`config.mk`:
```
export PLATFORM = sky130hd
export DESIGN_NAME = arduino_link_tx_flat
export DESIGN_NICKNAME = d
export VERILOG_FILES = /design/src/rtl/arduino_link_tx_if.sv /design/src/rtl/arduino_link_tx.sv /design/src/flat_wrapper.sv
export SDC_FILE = /design/constraint.sdc
export NUM_CORES = 1
export LEC_CHECK = 0
export CAP_MARGIN = 20
export CORE_UTILIZATION = 40
export CTS_CLUSTER_DIAMETER = 30
export DETAILED_ROUTE_END_ITERATION = 16
export GPL_ROUTABILITY_DRIVEN = 1
export GPL_TIMING_DRIVEN = 0
export PLACE_DENSITY = 0.69
export SYNTH_ARGS = -nofsm -noshare
export SYNTH_HDL_FRONTEND = slang
export SYNTH_SLANG_ARGS = --single-unit
export TNS_END_PERCENT = 10
```
`constraint.sdc`:
```
create_clock -name clk -period 2.93 [get_ports clk]
set_clock_uncertainty 0.2 [all_clocks]
set_input_delay 0.4395 -clock clk [delete_from_list [all_inputs] [get_ports clk]]
set_output_delay 0.4395 -clock clk [all_outputs]
set_load 0.02 [all_outputs]
```
`src/rtl/arduino_link_tx_if.sv`:
```
// Parallel link between the vision block and the Arduino GPIO header.
// The master drives the request strobe, control code, channel index and
// chunk payload. The slave (the Arduino) answers with an asynchronous ack.
interface arduino_link_if #(
  parameter int CH_W  = 2,
  parameter int VAL_W = 5
);
  logic             link_req;
  logic             link_ack;
  logic [1:0]       link_ctrl;
  logic [CH_W-1:0]  link_ch;
  logic [VAL_W-1:0] link_val;

  modport master (
    output link_req,
    output link_ctrl,
    output link_ch,
    output link_val,
    input  link_ack
  );

  modport slave (
    input  link_req,
    input  link_ctrl,
    input  link_ch,
    input  link_val,
    output link_ack
  );
endinterface

```
`src/rtl/arduino_link_tx.sv`:
```
// arduino_link_tx: snapshots one frame of per-channel detection results and
// sends it to the Arduino as VAL_W-bit chunks. Chunks go most-significant
// first over a 4-phase req/ack handshake, and the frame ends with an
// end-of-frame transfer.
// Every handshake phase is bounded by TIMEOUT cycles. When a phase runs
// out, the frame is dropped and the sticky err_timeout flag is raised.
// Optional build macro ARDUINO_LINK_CSUM_EN: when it is defined, the EOF
// payload is the XOR of every chunk payload sent in the frame. Otherwise
// the EOF payload is zero.
module arduino_link_tx #(
  parameter int NUM_CH  = 3,
  parameter int DATA_W  = 10,
  parameter int VAL_W   = 5,
  parameter int TIMEOUT = 50000,
  localparam int CH_W   = (NUM_CH > 1) ? $clog2(NUM_CH) : 1
) (
  input  logic                     clk,
  input  logic                     reset,
  input  logic                     in_valid,
  output logic                     in_ready,
  input  logic [NUM_CH*DATA_W-1:0] in_data,
  input  logic [NUM_CH-1:0]        in_mask,
  arduino_link_if.master           link,
  output logic                     busy,
  output logic                     err_timeout,
  input  logic                     err_clr
);

  localparam int NCHUNK = (DATA_W + VAL_W - 1) / VAL_W;
  localparam int CK_W   = (NCHUNK > 1) ? $clog2(NCHUNK) : 1;
  localparam int CNT_W  = $clog2(TIMEOUT + 1);
  localparam int PAD_W  = NCHUNK * VAL_W;

  typedef enum logic [2:0] {
    S_IDLE, S_LOAD, S_REQ, S_REL, S_EOF_REQ, S_EOF_REL
  } state_t;

  state_t                  r_state;
  state_t                  w_next;
  logic                    r_ack_meta;
  logic                    r_ack_s;
  logic [NUM_CH*DATA_W-1:0] r_snap;
  logic [NUM_CH-1:0]       r_pending;
  logic [CH_W-1:0]         r_ch;
  logic [CK_W-1:0]         r_chunk;
  logic                    r_first;
  logic [CNT_W-1:0]        r_cnt;
  logic                    r_err;

  logic                    w_in_ready;
  logic                    w_accept;
  logic                    w_load_ch;
  logic                    w_next_chunk;
  logic                    w_ch_done;
  logic                    w_xfer;
  logic                    w_timeout;
  logic                    w_phase;
  logic                    w_found;
  logic [CH_W-1:0]         w_sel;
  logic [DATA_W-1:0]       w_chan;
  logic [PAD_W-1:0]        w_padded;
  logic [VAL_W-1:0]        w_chunk_val;
  logic [VAL_W-1:0]        w_eof_val;
  logic                    w_req;
  logic [1:0]              w_ctrl;
  logic [CH_W-1:0]         w_ch;
  logic [VAL_W-1:0]        w_val;

  // Bring the asynchronous Arduino ack into the clk domain
  always_ff @(posedge clk) begin
    if (reset) begin
      r_ack_meta <= 1'b0;
      r_ack_s    <= 1'b0;
    end else begin
      r_ack_meta <= link.link_ack;
      r_ack_s    <= r_ack_meta;
    end
  end

  // Pick the lowest-index channel that still has to be sent
  always_comb begin
    w_found = 1'b0;
    w_sel   = '0;
    for (int i = NUM_CH - 1; i >= 0; i--) begin
      if (r_pending[i]) begin
        w_found = 1'b1;
        w_sel   = CH_W'(i);
      end
    end
  end

  // Slice the current chunk out of the zero-padded channel result
  always_comb begin
    w_chan = '0;
    for (int i = 0; i < NUM_CH; i++) begin
      if (r_ch == CH_W'(i)) w_chan = r_snap[i*DATA_W +: DATA_W];
    end
    w_padded    = PAD_W'(w_chan);
    w_chunk_val = '0;
    for (int k = 0; k < NCHUNK; k++) begin
      if (r_chunk == CK_W'(k)) w_chunk_val = w_padded[k*VAL_W +: VAL_W];
    end
  end

  // State register
  always_ff @(posedge clk) begin
    if (reset) r_state <= S_IDLE;
    else       r_state <= w_next;
  end

  // Next-state logic, handshake strobes and link outputs
  always_comb begin
    w_next       = r_state;
    w_accept     = 1'b0;
    w_load_ch    = 1'b0;
    w_next_chunk = 1'b0;
    w_ch_done    = 1'b0;
    w_xfer       = 1'b0;
    w_timeout    = 1'b0;
    w_req        = 1'b0;
    w_ctrl       = 2'b00;
    w_ch         = '0;
    w_val        = '0;
    w_in_ready   = (r_state == S_IDLE) && !reset;
    w_phase      = (r_state == S_REQ) || (r_state == S_REL) ||
                   (r_state == S_EOF_REQ) || (r_state == S_EOF_REL);
    case (r_state)
      S_IDLE: begin
        if (in_valid && w_in_ready) begin
          w_accept = 1'b1;
          w_next   = S_LOAD;
        end
      end
      S_LOAD: begin
        if (w_found) begin
          w_load_ch = 1'b1;
          w_next    = S_REQ;
        end else begin
          w_next    = S_EOF_REQ;
        end
      end
      S_REQ: begin
        w_req  = 1'b1;
        w_ctrl = r_first ? 2'b01 : 2'b10;
        w_ch   = r_ch;
        w_val  = w_chunk_val;
        if (r_ack_s) begin
          w_xfer = 1'b1;
          w_next = S_REL;
        end
      end
      S_REL: begin
        w_ctrl = r_first ? 2'b01 : 2'b10;
        w_ch   = r_ch;
        w_val  = w_chunk_val;
        if (!r_ack_s) begin
          if (r_chunk != '0) begin
            w_next_chunk = 1'b1;
            w_next       = S_REQ;
          end else begin
            w_ch_done    = 1'b1;
            w_next       = S_LOAD;
          end
        end
      end
      S_EOF_REQ: begin
        w_req  = 1'b1;
        w_ctrl = 2'b11;
        w_val  = w_eof_val;
        if (r_ack_s) w_next = S_EOF_REL;
      end
      S_EOF_REL: begin
        w_ctrl = 2'b11;
        w_val  = w_eof_val;
        if (!r_ack_s) w_next = S_IDLE;
      end
      default: w_next = S_IDLE;
    endcase
    // A phase that sits still for TIMEOUT cycles abandons the whole frame
    if (w_phase && (w_next == r_state) && (r_cnt == CNT_W'(TIMEOUT - 1))) begin
      w_timeout    = 1'b1;
      w_next       = S_IDLE;
      w_xfer       = 1'b0;
      w_next_chunk = 1'b0;
      w_ch_done    = 1'b0;
    end
  end

  // Phase counter: restarts on every state entry, runs during handshake phases
  always_ff @(posedge clk) begin
    if (reset)                  r_cnt <= '0;
    else if (w_next != r_state) r_cnt <= '0;
    else if (w_phase)           r_cnt <= r_cnt + CNT_W'(1);
  end

  // Frame progress: pending channels, current channel and chunk position
  always_ff @(posedge clk) begin
    if (reset) begin
      r_pending <= '0;
      r_ch      <= '0;
      r_chunk   <= '0;
      r_first   <= 1'b0;
    end else begin
      if (w_accept) r_pending <= in_mask;
      if (w_load_ch) begin
        r_ch    <= w_sel;
        r_chunk <= CK_W'(NCHUNK - 1);
        r_first <= 1'b1;
      end
      if (w_next_chunk) begin
        r_chunk <= r_chunk - CK_W'(1);
        r_first <= 1'b0;
      end
      if (w_ch_done) r_pending[r_ch] <= 1'b0;
    end
  end

  // Frame snapshot; contents only matter after an accept
  always_ff @(posedge clk) begin
    if (w_accept) r_snap <= in_data;
  end

  // Sticky timeout flag; a new timeout beats a simultaneous clear
  always_ff @(posedge clk) begin
    if (reset)          r_err <= 1'b0;
    else if (w_timeout) r_err <= 1'b1;
    else if (err_clr)   r_err <= 1'b0;
  end

`ifdef ARDUINO_LINK_CSUM_EN
  logic [VAL_W-1:0] r_csum;

  // Running XOR of every chunk payload the Arduino has taken this frame
  always_ff @(posedge clk) begin
    if (w_accept)    r_csum <= '0;
    else if (w_xfer) r_csum <= r_csum ^ w_chunk_val;
  end

  assign w_eof_val = r_csum;
`else
  assign w_eof_val = '0;
`endif

  assign in_ready       = w_in_ready;
  assign busy           = (r_state != S_IDLE);
  assign err_timeout    = r_err;
  assign link.link_req  = w_req;
  assign link.link_ctrl = w_ctrl;
  assign link.link_ch   = w_ch;
  assign link.link_val  = w_val;

endmodule
```
`src/flat_wrapper.sv`:
```
// flat-port wrapper written by rule: the top's interface ports become plain ports
module arduino_link_tx_flat 
#(
  parameter int NUM_CH  = 3,
  parameter int DATA_W  = 10,
  parameter int VAL_W   = 5,
  parameter int TIMEOUT = 50000,
  localparam int CH_W   = (NUM_CH > 1) ? $clog2(NUM_CH) : 1
)
  (clk, reset, in_valid, in_ready, in_data, in_mask, busy, err_timeout, err_clr, link_link_req, link_link_ctrl, link_link_ch, link_link_val, link_link_ack);
  arduino_link_if #(.VAL_W(VAL_W)) link_i ();
  input  logic clk;
  input  logic reset;
  input  logic in_valid;
  output logic in_ready;
  input  logic [NUM_CH*DATA_W-1:0] in_data;
  input  logic [NUM_CH-1:0] in_mask;
  output logic busy;
  output logic err_timeout;
  input  logic err_clr;
  output wire logic [$bits(link_i.link_req)-1:0] link_link_req;
  output wire logic [$bits(link_i.link_ctrl)-1:0] link_link_ctrl;
  output wire logic [$bits(link_i.link_ch)-1:0] link_link_ch;
  output wire logic [$bits(link_i.link_val)-1:0] link_link_val;
  input wire logic [$bits(link_i.link_ack)-1:0] link_link_ack;
  assign link_link_req = link_i.link_req;
  assign link_link_ctrl = link_i.link_ctrl;
  assign link_link_ch = link_i.link_ch;
  assign link_link_val = link_i.link_val;
  assign link_i.link_ack = link_link_ack;
  arduino_link_tx #(.NUM_CH(NUM_CH), .DATA_W(DATA_W), .VAL_W(VAL_W), .TIMEOUT(TIMEOUT)) u_core (.clk(clk), .reset(reset), .in_valid(in_valid), .in_ready(in_ready), .in_data(in_data), .in_mask(in_mask), .link(link_i), .busy(busy), .err_timeout(err_timeout), .err_clr(err_clr));
endmodule
```
==> tab_implementation.tex <==
\begin{tabular}{lr}
\hline
Metric & Value \\
\hline
\multicolumn{2}{l}{\textbf{Outcome}} \\
Run status & finished, final reports clean \\
\multicolumn{2}{l}{\textbf{Setup path}} \\
WP data required & 2290 ps \\
Worst setup path start & u\_core.r\_state[2] \\
Critical path class & reg2out \\
Worst setup SP type & flip-flop \\
Critical path peak fanout & 10 \\
Arrival time of data at the critical path endpoint & 2160 ps \\
Logic depth of the worst register-to-register path & 6 \\
Category of the worst setup path capture point & output pin \\
Reg2reg start & u\_core.r\_state[2] \\
R2R setup slack & 440 ps \\
Reg2Reg Capture Point & u\_core.r\_snap[5] \\
\multicolumn{2}{l}{\textbf{Detailed routing}} \\
Antenna violation net count after detailed routing & 0 \\
Number of design rule violations left after detail routing & 0 \\
Pre-Repair DR Iteration Count & 4 \\
Detail-routed via count per cell & 5.41 \\
Aggregate routed wire length & 5.79 mm \\
Vias post-DR & between 2,000 and 2,500 \\
Drt wl/cell & 15.0 um \\
Initial detailed-routing violation count & 113 \\
\multicolumn{2}{l}{\textbf{GRT}} \\
Global-route total usage across every layer & 0.182 \\
Remaining Overflow, GRT & 0 \\
Initial antenna violation count & 0 \\
Largest net degree at the start of global routing & 31 \\
Vias in the first global route & $\sim$2,100 \\
First-pass GRT wire length & between 9 and 10 mm \\
\multicolumn{2}{l}{\textbf{Cells and area}} \\
Post-route insts no fill & 385 \\
Filler Cell Count & 570 \\
Utilization of the core after routing & 0.557 \\
Ratio of cells with drive above 1 in the final layout & 0.130 \\
Number of inserted diodes & 0 \\
Layout Area Growth over Synthesis & 32.6\% \\
Count of nets after finishing & 342 \\
\multicolumn{2}{l}{\textbf{Placement}} \\
Half-perimeter wire length after placement & 3.98 mm \\
Number of port buffers & 50 \\
Routability congestion estimate & about 0.85 \\
Placed cells & 370 \\
\multicolumn{2}{l}{\textbf{STA}} \\
Final period utilization & 0.954 \\
\# setup viols final & 0 \\
Actual slew at the worst max-slew pin & 622 ps \\
RSZ-0062 raised after global routing & false \\
Maximum achievable frequency & between 300 and 400 MHz \\
Total negative slack for setup checks & 0 ps \\
Time the final worst path needs with I/O delays and setup & 2800 ps \\
Final Slew Violations & 0 \\
Fin Hold WS & about 240 ps \\
Count of endpoints failing hold in the final timing report & 0 \\
Worst-case headroom to the max-slew limit & 0.584 \\
\multicolumn{2}{l}{\textbf{Min path}} \\
Hold Path Stages & 1 \\
Min-delay src & u\_core.r\_ack\_meta \\
Path class of the lowest-slack min-delay path & reg2reg \\
Endpoint of the worst hold path & u\_core.r\_ack\_s \\
\multicolumn{2}{l}{\textbf{Clocking}} \\
Bufs on Longest Clock Path & 2 \\
CTS tree & done \\
CTS Root Cell & sky130\_fd\_sc\_hd\_\_clkbuf\_8 \\
Clock Latency Late Sink & 340 ps \\
Clock transition at the register clock pins on the worst setup and hold paths after CTS & 60 ps \\
Total CTS buffers & 9 \\
H-tree Lvls & 3 \\
Hold buffers post-CTS & 0 \\
Clock tree sinks & 59 \\
\multicolumn{2}{l}{\textbf{Yosys}} \\
Unique masters post-synth & 53 \\
Top cells by area in the synthesized netlist & sky130\_fd\_sc\_hd\_\_edfxtp\_1 (33\%), sky130\_fd\_sc\_hd\_\_dfxtp\_1 (22\%), sky130\_fd\_sc\_hd\_\_xor2\_1 (3.9\%) \\
Post-synthesis sequential area ratio & 0.550 \\
Number of instances in the synthesized netlist & between 200 and 250 \\
Most used flip-flop cell after synthesis & sky130\_fd\_sc\_hd\_\_edfxtp\_1 \\
Commonest cells in the synthesized netlist & sky130\_fd\_sc\_hd\_\_edfxtp\_1 (30), sky130\_fd\_sc\_hd\_\_dfxtp\_1 (29), sky130\_fd\_sc\_hd\_\_nor2\_1 (22) \\
Fraction of synthesis flops using an asynchronous set or reset pin & 0 \\
Largest area contributor in the synthesized netlist & sky130\_fd\_sc\_hd\_\_edfxtp\_1 \\
Synthesis Warnings & 0 \\
Number of enable-type register cells in the synthesized netlist & 30 \\
Average instance area after synthesis & 11.1 sq um \\
Cell Area, Synth & 2700 sq um \\
Top-count cell post-synth & sky130\_fd\_sc\_hd\_\_edfxtp\_1 \\
Portion of synthesized cell area occupied by the leading cell type & 0.334 \\
Flip-flop and latch count after synthesis & 59 \\
Synthesized Nets & approximately 280 \\
\multicolumn{2}{l}{\textbf{Die}} \\
Horiz. Die Dim & around 84 um \\
Die outline height & 84.1 um \\
Effective utilization at floorplan & 0.420 \\
I/O pin cnt & between 50 and 60 \\
Die area & approximately 7100 sq um \\
CORE AREA & 6420 sq um \\
Site row count & 29 \\
\multicolumn{2}{l}{\textbf{Flow run}} \\
Max-capacitance violation count & 0 \\
\multicolumn{2}{l}{\textbf{Pwr}} \\
Power per standard cell area & 587 nW/um\^{}2 \\
Maximum resistive drop on vdd & 311 uV \\
Overall power after layout & 2.10 mW \\
Leakage & 1.27 nW \\
\hline
\end{tabular}
layer usage:
metal | track usage | wire [um] | share of wire | up-vias
met5 | 0 | 0 | 0 | -
met4 | 0.0721 | 64 | 0.011 | 0
met3 | 0.0564 | 330 | 0.057 | 7
met2 | 0.278 | 2690 | 0.46 | 75
met1 | 0.240 | 2700 | 0.47 | 976
li1 | - | - | - | 1023
flip-flops by register name (all words and copies together), names as in the netlist:
name and count:
u_core.r_pending 3, u_core.r_ack_s 1, u_core.r_snap 30, u_core.err_timeout 1, u_core.r_cnt 16, u_core.r_ack_meta 1, u_core.r_ch 2, u_core.r_chunk 1
u_core.r_first 1, u_core.r_state 3
report_power, final:
part | internal, mW | total, mW | leakage, nW | switching, mW
registers | 0.905 | 0.919 | 0.515 | 0.0141
clock network | 0.651 | 0.975 | 0.128 | 0.324
logic | 0.104 | 0.204 | 0.623 | 0.0999
total | 1.66 | 2.10 | 1.27 | 0.438
what timing repair did:
item / CTS / global route
buffers inserted: 0 / 0
gates resized for setup: 9 / 6
pin swaps: 0 / 0
endpoints found under the setup margin: 37 / 8
final cells by class:
class                   count  area (sq um)  share of cell area
repair buffers             50           504               0.141
inverters                   4          18.8             0.00525
flip-flops and latches     59          1480               0.415
plain buffers              11          66.3              0.0186
well taps                  77          96.3              0.0270
clock inverters             5           125              0.0350
clock buffers              11           131              0.0368
multi-input cells         168          1150               0.322
cells by family after synthesis:
kind of cell | share of synthesized area
muxes | 0.0585
DFF | 0.550
adders and majority gates | 0.00464
xor gates and xnor gates | 0.0487
and+or+nand+nor | 0.220
AOI/OAI and AO/OA | 0.0901
buffers and inverters | 0.0283
cells in the final DEF, fill, tap and decap left out, types with 4 or more instances in the layout:
master / n
sky130_fd_sc_hd__nor2_1: 20
sky130_fd_sc_hd__dfxtp_1: 28
sky130_fd_sc_hd__nand4_1: 4
sky130_fd_sc_hd__nand2_1: 13
sky130_fd_sc_hd__clkbuf_1: 4
sky130_fd_sc_hd__o21ai_0: 5
sky130_fd_sc_hd__a21oi_1: 8
sky130_fd_sc_hd__nand3_1: 10
sky130_fd_sc_hd__a221oi_1: 4
sky130_fd_sc_hd__edfxtp_1: 30
sky130_fd_sc_hd__nor3_1: 14
sky130_fd_sc_hd__bufinv_16: 4
sky130_fd_sc_hd__and3_1: 4
sky130_fd_sc_hd__clkbuf_8: 9
sky130_fd_sc_hd__buf_2: 4
sky130_fd_sc_hd__nand3b_1: 5
sky130_fd_sc_hd__xor2_1: 12
sky130_fd_sc_hd__clkdlybuf4s50_1: 47
sky130_fd_sc_hd__mux2i_1: 9
sky130_fd_sc_hd__nor2b_1: 6
sky130_fd_sc_hd__a22oi_1: 5
sky130_fd_sc_hd__mux2_2: 4
critical path, stage by stage, from the launching register on:
cell and delay [ps]:
sky130_fd_sc_hd__dfxtp_1 300, sky130_fd_sc_hd__buf_4 150, sky130_fd_sc_hd__clkbuf_2 190, sky130_fd_sc_hd__inv_1 100, sky130_fd_sc_hd__nand2_1 210, sky130_fd_sc_hd__nor2_1 240, sky130_fd_sc_hd__clkdlybuf4s50_1 640
worst max path at each step:
stage / endpoint / cells past startpoint
floorplan: u_core.r_snap[0] / 6
global placement: u_core.r_snap[9] / 4
detailed placement: u_core.r_snap[4] / 4
CTS: link_link_val[3] / 5
global route: link_link_req / 5
finish: link_link_val[4] / 6
stage by stage:
| stage | area [sq um] | setup slack [ps] |
|---|---|---|
| 2_1_floorplan | 2700 | 17.4 |
| 3_3_place_gp | 3290 | -50.2 |
| 3_5_place_dp | 3290 | -103 |
| 4_1_cts | 3560 | 8.02 |
| 5_1_grt | 3570 | 23.2 |
| 6_report | 3570 | 134 |
No activity file was read; power rests on OpenSTA's default activity.
